--- src/rtl/arm_mc_ctrl.sv ---
// Main control FSM for the multi-cycle ARMv7-subset CPU: sequences fetch, decode,
// execute, memory and writeback for one instruction at a time.
//
// state  | meaning
// IDLE   | one cycle after reset release
// FETCH  | load IR, PC <= PC+4
// DECODE | latch A/B, check condition, dispatch on class
// EX_DP  | data-processing ALU op into C
// WB_DP  | DP writeback / flags update
// EX_MEM | address calculation into C
// MEM_RD | synchronous RAM read latency
// WB_LD  | load data writeback
// MEM_WR | store to data memory
// BRANCH | PC <= branch target, optional link write
module arm_mc_ctrl #(
  parameter int ST_W = 4
) (
  input  logic            clk,
  input  logic            Rst,
  input  logic [31:0]     IR,
  input  logic            flag,
  output logic            Write_PC,
  output logic [1:0]      PC_s,
  output logic            Write_IR,
  output logic            Write_A,
  output logic            Write_B,
  output logic            Write_C,
  output logic [3:0]      ALU_OP,
  output logic            imm_sel,
  output logic            Write_Reg,
  output logic [1:0]      rf_wsel,
  output logic            link_sel,
  output logic            Write_CPSR,
  output logic            Mem_Write,
  output logic            instr_done,
  output logic            undef,
  output logic [ST_W-1:0] state
);

  localparam logic [ST_W-1:0] S_IDLE   = ST_W'(0);
  localparam logic [ST_W-1:0] S_FETCH  = ST_W'(1);
  localparam logic [ST_W-1:0] S_DECODE = ST_W'(2);
  localparam logic [ST_W-1:0] S_EX_DP  = ST_W'(3);
  localparam logic [ST_W-1:0] S_WB_DP  = ST_W'(4);
  localparam logic [ST_W-1:0] S_EX_MEM = ST_W'(5);
  localparam logic [ST_W-1:0] S_MEM_RD = ST_W'(6);
  localparam logic [ST_W-1:0] S_WB_LD  = ST_W'(7);
  localparam logic [ST_W-1:0] S_MEM_WR = ST_W'(8);
  localparam logic [ST_W-1:0] S_BRANCH = ST_W'(9);

  logic [ST_W-1:0] state_nxt;
  logic            dp_test;
  logic            class_ok;

  // TST/TEQ/CMP/CMN only update flags
  assign dp_test  = (IR[24:23] == 2'b10);
  assign class_ok = (IR[27:26] == 2'b00) || (IR[27:25] == 3'b010) || (IR[27:25] == 3'b101);

  always_ff @(posedge clk or posedge Rst) begin
    if (Rst) state <= S_IDLE;
    else     state <= state_nxt;
  end

  always_comb begin
    state_nxt = S_FETCH;
    case (state)
      S_DECODE: begin
        if (flag) begin
          case (IR[27:25])
            3'b000, 3'b001: state_nxt = S_EX_DP;
            3'b010:         state_nxt = S_EX_MEM;
            3'b101:         state_nxt = S_BRANCH;
            default:        state_nxt = S_FETCH;
          endcase
        end
      end
      S_FETCH:  state_nxt = S_DECODE;
      S_EX_DP:  state_nxt = S_WB_DP;
      S_EX_MEM: state_nxt = IR[20] ? S_MEM_RD : S_MEM_WR;
      S_MEM_RD: state_nxt = S_WB_LD;
      default:  state_nxt = S_FETCH;
    endcase
  end

  always_comb begin
    Write_PC   = 1'b0;
    PC_s       = 2'b00;
    Write_IR   = 1'b0;
    Write_A    = 1'b0;
    Write_B    = 1'b0;
    Write_C    = 1'b0;
    ALU_OP     = 4'b0000;
    imm_sel    = 1'b0;
    Write_Reg  = 1'b0;
    rf_wsel    = 2'b00;
    link_sel   = 1'b0;
    Write_CPSR = 1'b0;
    Mem_Write  = 1'b0;
    instr_done = 1'b0;
    undef      = 1'b0;
    case (state)
      S_FETCH: begin
        Write_IR = 1'b1;
        Write_PC = 1'b1;
      end
      S_DECODE: begin
        Write_A = 1'b1;
        Write_B = 1'b1;
        undef   = flag & ~class_ok;
      end
      S_EX_DP: begin
        Write_C = 1'b1;
        ALU_OP  = IR[24:21];
        imm_sel = IR[25];
      end
      S_WB_DP: begin
        instr_done = 1'b1;
        Write_Reg  = ~dp_test;
        Write_CPSR = IR[20] | dp_test;
      end
      S_EX_MEM: begin
        Write_C = 1'b1;
        imm_sel = 1'b1;
        ALU_OP  = IR[23] ? 4'b0100 : 4'b0010;
      end
      S_WB_LD: begin
        Write_Reg  = 1'b1;
        rf_wsel    = 2'b01;
        instr_done = 1'b1;
      end
      S_MEM_WR: begin
        Mem_Write  = 1'b1;
        instr_done = 1'b1;
      end
      S_BRANCH: begin
        Write_PC   = 1'b1;
        PC_s       = 2'b01;
        instr_done = 1'b1;
        if (IR[24]) begin
          Write_Reg = 1'b1;
          rf_wsel   = 2'b10;
          link_sel  = 1'b1;
        end
      end
      default: ;
    endcase
  end

endmodule

--- config.mk ---
export PLATFORM = sky130hd
export DESIGN_NAME = arm_mc_ctrl
export DESIGN_NICKNAME = d
export VERILOG_FILES = /design/src/rtl/arm_mc_ctrl.sv
export SDC_FILE = /design/constraint.sdc
export NUM_CORES = 1
export LEC_CHECK = 0
export ABC_AREA = 1
export CORE_MARGIN = 3
export CORE_UTILIZATION = 27
export DETAILED_ROUTE_END_ITERATION = 10
export GPL_TIMING_DRIVEN = 0
export PLACE_DENSITY_LB_ADDON = 0.25
export SYNTH_ARGS = -nofsm -noshare
export SYNTH_HDL_FRONTEND = slang
export SYNTH_SLANG_ARGS = --single-unit
--- constraint.sdc ---
create_clock -name clk -period 2.8 [get_ports clk]
set_clock_uncertainty 0.15 [all_clocks]
set_input_delay 0.56 -clock clk [delete_from_list [all_inputs] [get_ports clk]]
set_output_delay 0.56 -clock clk [all_outputs]
set_load 0.05 [all_outputs]
==> results.yml <==
clocking:
  clkSinkCount: 4
  clkLatencyLatePin_ns: 0.24
  htreeDepth: 1
  postCtsSetupBuffers: 0
  numCtsBuffers: 3
  cts-root-buf: "clkbuf_4"
  clock_path_buffers: 2
  cts_tree: "built"
  path_clk_slew_ns: 0.04
  postCtsHoldBufs: 0
detailed_routing:
  dr.first_iter.drc_count: 11
  drt_wl_total_um: 1308
  ant_nets: 0
  drt-pass1-iter-count: 5
  num_vias: 579
  drc_errors: 0
  via_per_inst: 4.386
  detail_route.wl_per_cell_um: 9.909
worst_setup_path:
  path_cells: "inv_1 > nor2_4 > nand2_1 > nand3_1 > clkdlybuf4s50_1"
  slowest_delay_ns: 0.81
  worstPathArrival_ns: 1.99
  slowest_stage: "clkdlybuf4s50_1"
  crit_family: "buffers and inverters"
  cp-start-kind: "flop"
  end_kind: "primary output"
  crit_buf_inv: 2
  critPathMaxFanout: 6
  cp.required_ns: 2.09
  crit_type: "reg -> out"
timing:
  finalCriticalPeriod_ns: 2.705
  tightest_slew_ns: 0.5403
  slew_headroom: 0.6392
  rsz0062_at_grt: "no"
  fin_crit_sh: 0.9660
  setup_viol: 0
  clock.fmax_mhz: 369.7
  setup_tns_ns: 0
  hold_viol: 0
  slew_violations: 0
grt:
  grt_max_degree: 8
  grt_pass1_vias: 462
  grt_usage: 0.1130
  antenna_found_initial: 0
  grt_pass1_wl_um: 1821
  grt_overflow: 0
die:
  ioPinCount: 59
  coreArea_um2: 1559
  start_util: 0.2986
  die_area_um2: 2258
  die_y_um: 47.52
  die_w_um: 47.52
  num_rows: 14
power_and_ir_drop:
  pwr_density_cell_nw_per_um2: 1049
  vdd_drop_max_mv: 0.5347
  leakage_nw: 0.6081
logic_synthesis:
  synthesis.nets: 115
  synthDominantAreaCellType: "dfrtp_1"
  synth-seq-cells: 4
  yosysWarnings: 0
  yosysTopAreaCellShare: 0.2151
  ys_types: 19
  syn_area_per_cell_um2: 5.818
  seq_area_frac_synth: 0.2151
  netlist_area_um2: 465.4
  synthTopCellsByArea: "dfrtp_1 (22%), nand2_1 (13%), nor2_1 (12%)"
  synth_cells: 80
finish:
  drive_gt1_frac: 0.1810
  fin_cells: 132
  final_common_cell: "clkdlybuf4s50_1"
  top_regs: "state x4"
  syn2layout_area_growth_pct: 86.02
  post-route-util: 0.5554
  final_cell_mix: "clkdlybuf4s50_1 (20), nand2_1 (16), nor2_1 (15)"
  top_register: "state"
  nets: 153
  largest_reg_flops: 4
  antennaDiodeCount: 0
placed_design:
  place_inst: 129
  port_buffers: 33
  dp.final_hpwl_um: 1079
  place.gp.congestion: 0.7103
outcome:
  outcome: "finished, final reports clean"
worst_hold_path:
  min_path_type: "in -> async"
run:
  maxCapViolations: 0
==> synth_stat cells (all sizes together) <==
cell type,n
dfrtp,4
o21ai,3
nor4,1
nand3b,1
a21oi,2
nand2,20
buf,2
inv,19
nand3,5
nor2,20
conb,1
o211ai,2
==> path summary, 6_finish.rpt <==
kind	startpoint	to	slack, ns	cells past startpoint
min in group clk	state[0]	state[0]	0.49	1
hold / removal	Rst	state[3]	0.35	2
setup / recovery	state[2]	instr_done	0.1	5
setup reg to reg	state[2]	state[3]	1.49	5
hold reg to reg	state[0]	state[0]	0.49	1
max in group asynchronous	Rst	state[2]	1.98	2
==> metal layers <==
layer / GRT usage / share of wire / vias to the layer above
li1: - / - / 310
met1: 0.1336 / 0.41 / 244
met2: 0.1925 / 0.53 / 22
met3: 0.01504 / 0.050 / 3
met4: 0.06630 / 0.0092 / 0
met5: 0 / 0 / -
==> timing repair <==
action,4_1_cts,5_1_grt
setup endpoints to repair,3,10
resized for setup,3,10
pin swaps,0,0
==> metrics by stage <==
stage / setup WS [ns] / instance area, um2 / total power [mW] / hold WS [ns]
floorplan: 0.1106 / 471.7 / 0.6256 / 0.1761
global placement: -0.08157 / 822.0 / 0.8464 / 0.4860
detailed placement: -0.07179 / 822.0 / 0.8485 / 0.4825
CTS: 0.007261 / 840.8 / 0.9181 / 0.3591
global route: 0.007707 / 865.8 / 0.9623 / 0.3879
finish: 0.09529 / 865.8 / 0.9083 / 0.3540
==> kinds of logic (layout without fill, tap and decap cells) <==
| kind of cell | Yosys count | count (layout) | share of synthesized area |
|---|---|---|---|
| AND/OR/NAND/NOR | 47 | 47 | 0.4973 |
| other | 1 | 1 | 0.008057 |
| AO/OA/AOI/OAI | 7 | 7 | 0.09406 |
| flip-flops | 4 | 4 | 0.2151 |
| buffers and inverters | 21 | 57 | 0.1855 |
==> layout make-up <==
| cell class | count | area [um2] |
|---|---|---|
| Clock buffer | 3 | 22.52 |
| Fill cell | 149 | 693.2 |
| Timing Repair Buffer | 33 | 351.6 |
| Inverter | 19 | 71.32 |
| Multi-Input combinational cell | 55 | 285.3 |
| Buffer | 2 | 15.01 |
| Tap cell | 16 | 20.02 |
| Sequential cell | 4 | 100.1 |
==> report_power, final <==
group	total, mW	internal [mW]	leakage, nW	switching, mW
Combinational	0.715	0.220	0.544	0.495
Sequential	0.121	0.0774	0.0508	0.0433
Clock	0.0728	0.0480	0.0138	0.0248
Total	0.908	0.346	0.608	0.563
Note: power is estimated with default switching activity, not from simulation.
